--- src/rtl/seg_scan_driver.sv ---
// Eight-digit multiplexed common-anode 7-segment scan driver.
// Latches display data once per frame; supports per-digit blink and dp, plus a blanking gap at each slot start.
module seg_scan_driver #(
  parameter int SCAN_CNT  = 50_000,
  parameter int BLANK_CYC = 500,
  parameter int BLINK_CNT = 12_500_000
) (
  input  logic        Clk,
  input  logic        Reset,
  input  logic [31:0] Disp_Data,
  input  logic [7:0]  Dp,
  input  logic [7:0]  Blink,
  input  logic        Disp_En,
  output logic [7:0]  SEL,
  output logic [7:0]  SEG,
  output logic        Frame_Start
);

  localparam int SW = (SCAN_CNT > 1) ? $clog2(SCAN_CNT) : 1;
  localparam int BW = (BLINK_CNT > 1) ? $clog2(BLINK_CNT) : 1;
  localparam logic [SW-1:0] SLOT_LAST  = SW'(SCAN_CNT - 1);
  localparam logic [SW-1:0] BLANK_END  = SW'(BLANK_CYC);
  localparam logic [BW-1:0] BLINK_LAST = BW'(BLINK_CNT - 1);

  logic [SW-1:0] slot_q, slot_d;
  logic [2:0]    digit_q, digit_d;
  logic [BW-1:0] blink_cnt_q, blink_cnt_d;
  logic          blink_ph_q, blink_ph_d;
  logic [31:0]   data_q, data_d;
  logic [7:0]    dp_q, dp_d;
  logic [7:0]    blink_q, blink_d;
  logic [7:0]    sel_q, sel_d;
  logic [7:0]    seg_q, seg_d;
  logic          fs_q, fs_d;

  logic          slot_wrap;
  logic          frame_begin;
  logic          blank;
  logic [3:0]    nibble;

  function automatic logic [6:0] decode(input logic [3:0] code);
    logic [6:0] seg;
    case (code)
      4'h0:    seg = 7'h40;
      4'h1:    seg = 7'h79;
      4'h2:    seg = 7'h24;
      4'h3:    seg = 7'h30;
      4'h4:    seg = 7'h19;
      4'h5:    seg = 7'h12;
      4'h6:    seg = 7'h02;
      4'h7:    seg = 7'h78;
      4'h8:    seg = 7'h00;
      4'h9:    seg = 7'h10;
      4'hA:    seg = 7'h3F;
      default: seg = 7'h7F;
    endcase
    return seg;
  endfunction

  always_comb begin
    slot_wrap   = (slot_q == SLOT_LAST);
    slot_d      = slot_wrap ? '0 : slot_q + SW'(1);
    digit_d     = slot_wrap ? digit_q + 3'd1 : digit_q;

    blink_cnt_d = (blink_cnt_q == BLINK_LAST) ? '0 : blink_cnt_q + BW'(1);
    blink_ph_d  = (blink_cnt_q == BLINK_LAST) ? ~blink_ph_q : blink_ph_q;

    // Counter state (0,0) marks the first cycle of a frame, including the first cycle out of reset.
    frame_begin = (slot_q == '0) && (digit_q == 3'd0);
    data_d      = frame_begin ? Disp_Data : data_q;
    dp_d        = frame_begin ? Dp        : dp_q;
    blink_d     = frame_begin ? Blink     : blink_q;
    fs_d        = frame_begin;

    nibble      = data_d[{digit_q, 2'b00} +: 4];
    blank       = (slot_q < BLANK_END) || !Disp_En || (blink_d[digit_q] && blink_ph_q);

    sel_d = 8'hFF;
    seg_d = 8'hFF;
    if (!blank) begin
      sel_d = ~(8'b1 << digit_q);
      seg_d = {~dp_d[digit_q], decode(nibble)};
    end
  end

  always_ff @(posedge Clk) begin
    if (Reset) begin
      slot_q      <= '0;
      digit_q     <= 3'd0;
      blink_cnt_q <= '0;
      blink_ph_q  <= 1'b0;
      data_q      <= '0;
      dp_q        <= '0;
      blink_q     <= '0;
      sel_q       <= 8'hFF;
      seg_q       <= 8'hFF;
      fs_q        <= 1'b0;
    end else begin
      slot_q      <= slot_d;
      digit_q     <= digit_d;
      blink_cnt_q <= blink_cnt_d;
      blink_ph_q  <= blink_ph_d;
      data_q      <= data_d;
      dp_q        <= dp_d;
      blink_q     <= blink_d;
      sel_q       <= sel_d;
      seg_q       <= seg_d;
      fs_q        <= fs_d;
    end
  end

  assign SEL         = sel_q;
  assign SEG         = seg_q;
  assign Frame_Start = fs_q;

endmodule
--- config.mk ---
export PLATFORM = sky130hd
export DESIGN_NAME = seg_scan_driver
export DESIGN_NICKNAME = d
export VERILOG_FILES = /design/src/rtl/seg_scan_driver.sv
export SDC_FILE = /design/constraint.sdc
export NUM_CORES = 1
export LEC_CHECK = 0
export CAP_MARGIN = 20
export CORE_MARGIN = 3
export CORE_UTILIZATION = 55
export DETAILED_ROUTE_END_ITERATION = 8
export PLACE_DENSITY = 0.82
export SYNTH_ARGS = -nofsm -noshare
export SYNTH_HDL_FRONTEND = slang
export SYNTH_SLANG_ARGS = --single-unit
--- constraint.sdc ---
create_clock -name Clk -period 5.2 [get_ports Clk]
set_clock_uncertainty 0.1 [all_clocks]
set_input_delay 1.04 -clock Clk [delete_from_list [all_inputs] [get_ports Clk]]
set_output_delay 1.04 -clock Clk [all_outputs]
set_load 0.02 [all_outputs]
* After elaboration in Yosys (flattened, before gate mapping)
Memory sizes are Yosys's and may differ from the RTL's. A register that Yosys moved wholly into a read port is not among the register bits.
Index checks and enable logic that the tools add are counted.
** Storage, ports and cells
- Bits in registers :: 109
- Bits in latches :: 0
- RAM bits :: 0
- ROM bits :: 112
- Bits of input ports :: 51
- Output and inout port bits :: 17
- Logic and storage cells :: 40
- Memories :: 1
** Memories
- (no name shown) :: depth 16, bits a word 7, read ports 1, clocked after Yosys merged registers in 1, write ports 0, line 43 : case (code)
** Operators by class
- Add/sub/neg operators :: 3
- Multiply operators :: 0
- Divide/modulo/power cells :: 0
- $lt $le $gt $ge :: 2
- Eq/ne operators :: 2
- Shift-type cells :: 2
- Multiplexer cells :: 7
- Bitwise gates (word level) :: 3
- Reduce and logical (&&, ||, !) cells :: 10
** Operators by type and width (count)
- 32-bit two-way mux :: 1
- 32-bit by 6-bit indexed part select with 4-bit output :: 1
- 24-bit by 1-bit adder with 24-bit output (second input constant) :: 1
- 24-bit equality test (second input constant) :: 1
- 16-bit by 1-bit adder with 16-bit output (second input constant) :: 1
- 16-bit equality test (second input constant) :: 1
- 16-bit zero test :: 1
- 16-bit by 9-bit < comparator with 1-bit output (second input constant) :: 1
- 8-bit two-way mux :: 2
- 8-bit inverter :: 1
- 1-bit by 3-bit left shift with 8-bit output (first input constant) :: 1
- 1-bit binary-select mux with 3-bit select :: 2
- 2-bit OR reduction :: 3
- 3-bit by 4-bit < comparator with 1-bit output (second input constant) :: 1
- 3-bit by 1-bit adder with 3-bit output (second input constant) :: 1
- 3-bit zero test :: 1
- 1-bit logical AND :: 2
- 1-bit logical OR :: 2
- 1-bit two-way mux :: 2
- 1-bit inverter :: 2
- 1-bit zero test :: 1

* Longest topological paths before layout
Gate-level depths: netlist of run 1.
- Depth in word-level cells :: 8
- Depth in mapped cells :: 17
- Depth with buffers taken out :: 13

* Least setup slack after synthesis of run 1
Ideal clock, no wire load.
- Kind :: register to register
- Start point :: register digit_q[0]
- End point :: register seg_q[5] (netlist: SEG[5])
- Setup time :: 114 ps
- Arrival time :: 3866 ps
- Required time :: 4986 ps
- Path slack :: 1120 ps
- Cell stages (with the launch flop) :: 17
- Path buffers :: 4
- Period minus slack after synthesis :: 4080 ps
- Cells stage by stage :: dfxtp_1 clkbuf_1 inv_1 clkbuf_1 buf_1 ha_1 nand3_1 or3_1 buf_6 mux4_2 a22o_1 a211oi_1 inv_1 ha_1 nand2_1 o21ai_0 a21o_1
** On the way
- Cells in the longest elaborated chain, start to end :: 8
- Elaborated cells on any way between the ends :: 10
- Classes of those cells :: shift: 1; mux: 4; reduce/logical: 5
** RTL lines
- start, declared :: line 26 : logic [2:0] digit_q, digit_d;
- start signal, assigned :: line 100 : digit_q <= digit_d;
- 3-bit zero test :: line 69 : frame_begin = (slot_q == '0) && (digit_q == 3'd0);
- 1-bit logical AND :: line 69
- 8-bit two-way mux :: line 72 : blink_d = frame_begin ? Blink : blink_q;
- 1-bit binary-select mux with 3-bit select :: line 76 : blank = (slot_q < BLANK_END) || !Disp_En || (blink_d[digit_q] && blink_ph_q);
- 1-bit two-way mux (implied by the code) :: line 76
- 1-bit logical AND :: line 76
- 1-bit logical OR :: line 76
- 2-bit OR reduction (no line)
- end, declared :: line 33 : logic [7:0] seg_q, seg_d;
Parallel ways exist; a longest one is shown, timed or not. The select of a mux whose other input is x is not followed.
A chain may end at the register's enable or synchronous reset.

* Worst setup path in the final report of run 1
- Start point :: register digit_q[1]
- End point :: register seg_q[0] (netlist: SEG[0])
The elaborated chain is that of the path after synthesis.

==> summary.md, run 1 <==
| Metric | Value |
|---|---|
| Port Buffers | `67` |
| Tot Pwr | `about 0.0017 W` |
| Post-CTS setup buffer count | `0` |
| Ranking of synthesized cells by area | `dfxtp_1 (43%), nand2_1 (9.7%), nor2_1 (5.4%)` |
| Vias in the first global route | `roughly 4300` |
| DIE AREA | `10300 um2` |
| Synthesized cell area | `5030 um2` |
| Worst vdd ir | `0.186 mV` |
| Power per standard cell area | `285 nW/um2` |
| Most common cell after layout, fill and taps aside | `nand2_1` |
| Register Area | `2180 um2` |
| Final setup TNS | `0 ns` |
| Fillers | `a little over 700` |
| Slowest stage delay, CP | `0.67 ns` |
| WP data required | `between 5 and 6 ns` |
| #FFs+latches synth | `109` |
| Top Usage Layer GRT | `met2` |
| Clock Tree Buf Depth | `2` |
| Max-slew headroom | `between 30 and 40%` |
| Area taken by multi-input logic gates | `2670 um2` |
| DRC errors left | `0` |
| Hold Violations, Final | `0` |
| Worst skew pair latency | `0.36 ns` |
| Vias | `between 4000 and 5000` |
| Final Net Count | `705` |
| Top_reg_cell synth | `dfxtp_1` |
| CORE AREA | `8810 um2` |
| Area leader, netlist | `dfxtp_1` |
| Iteration-0 DRC Markers | `315` |
| Worst hold path type | `register to register` |
| I/O pins | `68` |
| Worst Setup Path Type | `register to register` |
| CTS tree | `yes` |
| Largest net degree at the start of global routing | `58` |
| Async SR Flop Fraction | `0%` |
| Final hold slack | `0.356 ns` |
| Max-cap viol count | `0` |
| Hold Buf Count CTS | `0` |
| Drt wl/cell | `~15 um` |
| Die H | `102 um` |
| Post-synthesis sequential area ratio | `between 40% and 50%` |
| Die Span X | `102 um` |
| Gr ovfl total | `0` |
| Final HPWL DP | `8050 um` |
| Final Cycle Share | `90.9%` |
| Total track usage | `22.9%` |
| Startpoint Class | `register` |
| Via density | `5.67` |
| Initial Utilization | `a little under three fifths` |
| Area share of the largest cell type after synthesis | `between 40% and 50%` |
| Final wirelength | `11300 um` |
| Final Max Slew Viols | `0` |
| First-pass GRT wire length | `19200 um` |
| CP dominant cell by count | `mux4_2` |
| Leak Pwr | `2.27 nW` |
| Actual slew at the worst max-slew pin | `around 1.0 ns` |
| Period minus WS final | `approximately 4.7 ns` |
| Crit-path slowest cell | `or3_1` |
| Most frequent cells in the layout | `nand2_1 (130), dfxtp_1 (109), nor2_1 (72), clkdlybuf4s50_1 (66), a21oi_1 (38)` |
| # clock sinks | `109` |
| Worst-path clk slew | `around 0.11 ns` |
| Drt first pass iters | `5` |
| Global-route track usage on met1 | `just under 30%` |
| Critical path arrival | `4.89 ns` |
| Initial antenna violation count | `0` |
| Syn Area/Cell | `about 8.5 um2` |
| Cell count after synthesis | `590` |
| Final setup vio count | `0` |
| EDFF count, synth | `0` |
| Detail Route Antenna Nets | `0` |
| CTS buffer count | `9` |
| Htree depth | `3` |
| Critical path, cell by cell | `clkinv_1 -> ha_1 -> nand3_1 -> or3_1 -> buf_4 -> mux4_2 -> mux4_2 -> a2111oi_4 -> o21ai_2 -> o21bai_1` |
| Max Freq | `212 MHz` |
| Layout cell share with drive strength beyond 1 | `6.20%` |
| Rows | `34` |
| Post-CTS sizing | `0` |
| Distinct cells, synth | `45` |
| Outcome | `completed` |
| Worst Setup End Kind | `register` |
| GRT met2 Usage | `39.6%` |
| Antenna cells | `0` |
| Synth warnings | `0` |
| RSZ-0062 raised after global routing | `no` |
| Routability Congestion | `around 0.86` |
| CP max FO | `24` |
| Syn nets | `655` |
| Area added between synthesis and finish | `18.2%` |
| Met3 usage | `under 10%` |
| Root Driver | `clkbuf_8` |
worst paths after layout:
check,start,cells past startpoint,to,slack [ns]
min,data_q[25],2,data_q[25],0.36
max reg2reg,digit_q[1],10,SEG[0],0.47
min reg2reg,data_q[25],2,data_q[25],0.36
max,digit_q[1],10,SEG[0],0.47
cells by family (layout without fill, tap and decap cells):
family | Yosys count | in the layout | share of synthesized area, %
AND/OR/NAND/NOR | 268 | 268 | 23.1
flip-flops | 109 | 109 | 43.4
AO/OA/AOI/OAI | 80 | 80 | 10.2
buffers and inverters | 46 | 101 | 3.63
XOR/XNOR | 39 | 39 | 6.79
multiplexers | 34 | 34 | 9.50
adder cells (fa/ha/maj) | 14 | 14 | 3.48
area by class of cell:
| class | instances | share of cell area, % |
|---|---|---|
| clock buffers | 9 | 2.08 |
| clock inverters | 7 | 1.37 |
| inverters | 12 | 0.757 |
| multi-input cells | 435 | 44.9 |
| flip-flops and latches | 109 | 36.7 |
| well taps | 108 | 2.27 |
| repair buffers | 73 | 11.9 |
layer usage:
layer  up-vias  wire (um)
li1       2094          -
met1      2013       4960
met2       138       5540
met3        21        613
met4         0        214
met5         -          0
cell usage after synthesis, drive strengths merged, types with 3 or more instances:
master / instances
nand2: 130
dfxtp: 109
nor2: 72
a21oi: 38
clkbuf: 27
mux2i: 23
xor2: 22
nand3: 19
xnor2: 17
ha: 14
o21ai: 12
mux4: 11
a2111oi: 10
inv: 10
and3: 9
a22oi: 8
nand4: 8
buf: 7
nor3: 7
nor4: 4
or2: 4
a211oi: 3
a21o: 3
and2: 3
and4: 3
sequential cells by signal, summed over array words and instances (netlist names):
signal / count
digit_q: 3
SEG: 8
slot_q: 16
blink_ph_q: 1
Frame_Start: 1
dp_q: 8
data_q: 32
blink_cnt_q: 24
SEL: 8
blink_q: 8
worst max-delay path: cells and delay by family (launching register included):
family / cells / cell delay (ns)
AO/OA/AOI/OAI: 3 / 0.73
adder cells (fa/ha/maj): 1 / 0.38
flip-flops: 1 / 0.46
AND/OR/NAND/NOR: 2 / 0.98
buffers and inverters: 2 / 0.80
multiplexers: 2 / 1.16
power breakdown:
part | internal, W | switching (W) | total (W) | leakage [nW]
sequential | 0.000875 | 0.0000191 | 0.000894 | 0.889
combinational | 0.000124 | 0.000142 | 0.000266 | 1.28
clock | 0.000231 | 0.000305 | 0.000536 | 0.106
total | 0.00123 | 0.000467 | 0.00170 | 2.27
through the flow:
| step | util [%] | setup WS, ns | std cells | area [um2] |
|---|---|---|---|---|
| after CTS | 67.6 | 0.499 | 753 | 5950 |
| after global placement | 65.3 | 0.608 | 737 | 5750 |
| after floorplan | - | 1.12 | 590 | 5030 |
| after global routing | 67.6 | 0.0230 | 753 | 5950 |
| final | 67.6 | 0.473 | 753 | 5950 |
| after detailed placement | 65.3 | 0.517 | 737 | 5750 |
No activity file was read; power rests on OpenSTA's default activity.
==> run 2, diff against run 1 <==
--- a/config.mk
+++ b/config.mk
@@ -5,11 +5,13 @@
 export SDC_FILE = /design/constraint.sdc
 export NUM_CORES = 1
 export LEC_CHECK = 0
+export ABC_AREA = 0
 export CAP_MARGIN = 20
 export CORE_MARGIN = 3
 export CORE_UTILIZATION = 55
 export DETAILED_ROUTE_END_ITERATION = 8
 export PLACE_DENSITY = 0.82
+export REMOVE_ABC_BUFFERS = 1
 export SYNTH_ARGS = -nofsm -noshare
 export SYNTH_HDL_FRONTEND = slang
 export SYNTH_SLANG_ARGS = --single-unit
==> summary.md, run 2 (synthesized netlist as in run 1, its figures left out) <==
| Metric | Value |
|---|---|
| Rows | `34` |
| Final setup vio count | `0` |
| Clock Tree Buf Depth | `2` |
| RSZ-0062 raised after global routing | `no` |
| Leak Pwr | `roughly 2.3 nW` |
| Vias in the first global route | `4168` |
| # clock sinks | `between 100 and 150` |
| Drt wl/cell | `15.7 um` |
| Worst-path clk slew | `0.11 ns` |
| Top flop regs | `data_q: 32 flops, blink_cnt_q: 24 flops, slot_q: 16 flops` |
| Layout cell share with drive strength beyond 1 | `6.49%` |
| CORE AREA | `8810 um2` |
| Worst Reg-to-Reg Cells | `13` |
| Antenna cells | `0` |
| I/O pins | `68` |
| Drt first pass iters | `5` |
| Actual slew at the worst max-slew pin | `0.985 ns` |
| Area added between synthesis and finish | `18.0%` |
| Htree depth | `3` |
| Die H | `102 um` |
| Largest net degree at the start of global routing | `48` |
| CTS buffer count | `9` |
| Final Worst Setup Slack | `0.513 ns` |
| Final HPWL DP | `8420 um` |
| Final Net Count | `707` |
| CP max FO | `26` |
| Critical path arrival | `4.87 ns` |
| Startpoint Class | `register` |
| Worst Setup End Kind | `register` |
| Routability Congestion | `0.832` |
| Hold Violations, Final | `0` |
| Initial antenna violation count | `0` |
| Most frequent cells in the layout | `nand2_1 (130), dfxtp_1 (109), nor2_1 (72), clkdlybuf4s50_1 (66), a21oi_1 (38)` |
| Power per standard cell area | `277 nW/um2` |
| DRC errors left | `0` |
| Outcome | `completed` |
| Fillers | `709` |
| Tot Pwr | `0.00164 W` |
| Worst Setup Path Type | `register to register` |
| Initial Utilization | `57.2%` |
| Max-slew headroom | `33.7%` |
| Total track usage | `23.6%` |
| Gr ovfl total | `0` |
| Period minus WS final | `4.69 ns` |
| Hold Buf Count CTS | `0` |
| Worst vdd ir | `0.197 mV` |
| Worst hold path type | `register to register` |
| Setup WS pre-CTS | `approximately 0.40 ns` |
| Largest register FFs | `32` |
| WP data required | `5.38 ns` |
| CTS tree | `yes` |
| Final wirelength | `roughly 12000 um` |
| Largest Register | `data_q` |
| DIE AREA | `approximately 10000 um2` |
| Worst skew pair latency | `~0.38 ns` |
| Final Cycle Share | `90.1%` |
| Port Buffers | `67` |
| Detail Route Antenna Nets | `0` |
| Via density | `5.76` |
| Setup slack, reg-to-reg | `0.51 ns` |
| Root Driver | `clkbuf_8` |
| Vias | `4349` |
| First-pass GRT wire length | `between 15000 and 20000 um` |
| Max Freq | `about 210 MHz` |
| Worst Hold Depth | `2` |
| Final Core Density | `between 60% and 70%` |
| Final Max Slew Viols | `0` |
| Most common cell after layout, fill and taps aside | `nand2_1` |
| Die Span X | `between 100 and 150 um` |
| Max-cap viol count | `0` |
| Iteration-0 DRC Markers | `just under 400` |
==> run 2: cell types whose count changed in the layout (fill, tap and decap cells not counted), sizes merged <==
cell / delta
bufinv: -1
buf: +2
clkinvlp: +1
inv: -1
clkbuf: +1
==> run 2: report_power, final <==
part           internal, W  switching, W
clock             0.000179      0.000297
sequential        0.000875     0.0000196
combinational     0.000125      0.000148
total              0.00118      0.000464
==> run 2: per-stage QoR <==
step	cell area [um2]	std cells	setup TNS (ns)	hold WS (ns)
global route	5940	755	0	0.378
detailed placement	5760	739	0	0.347
floorplan	4900	556	-14.77	0.323
global placement	5760	739	0	0.335
finish	5940	755	0	0.356
CTS	5940	755	0	0.359
==> run 2: cell type report <==
type,instances,area [um2],share of cell area [%]
Clock buffer,10,128,2.15
Multi-Input combinational cell,435,2680,45.0
Sequential cell,109,2180,36.7
Clock inverter,6,47.5,0.801
Inverter,12,45.0,0.759
Tap cell,108,135,2.28
Timing Repair Buffer,75,726,12.2
==> run 2: critical path: stages (launching register included) <==
cell and delay, ns:
dfxtp_1 0.47, clkinv_1 0.47, ha_1 0.42, nand3_1 0.32
or3_2 0.55, buf_4 0.37, mux2i_1 0.27, mux2i_1 0.19
a211oi_1 0.64, inv_1 0.17, ha_1 0.26, nand2_1 0.07
o21ai_0 0.09, a21o_1 0.19
==> run 2: routing by layer <==
layer	routed length (um)	global-route usage [%]	vias up	part of all wire, %
met4	195	8.18	0	1.7
met1	4880	29.7	2050	41
met5	0	0	-	0
met3	817	4.27	22	6.9
li1	-	-	2103	-
met2	5930	40.6	174	50
==> run 2: repair_timing <==
action,in CTS,in global routing
resized for setup,0,1
endpoints found under the setup margin,0,3
setup buffers,0,0
==> run 2: final timing paths <==
path / start / to
min: blink_q[7] / blink_q[7]
min reg2reg: blink_q[7] / blink_q[7]
max reg2reg: digit_q[1] / SEG[5]
max: digit_q[1] / SEG[5]
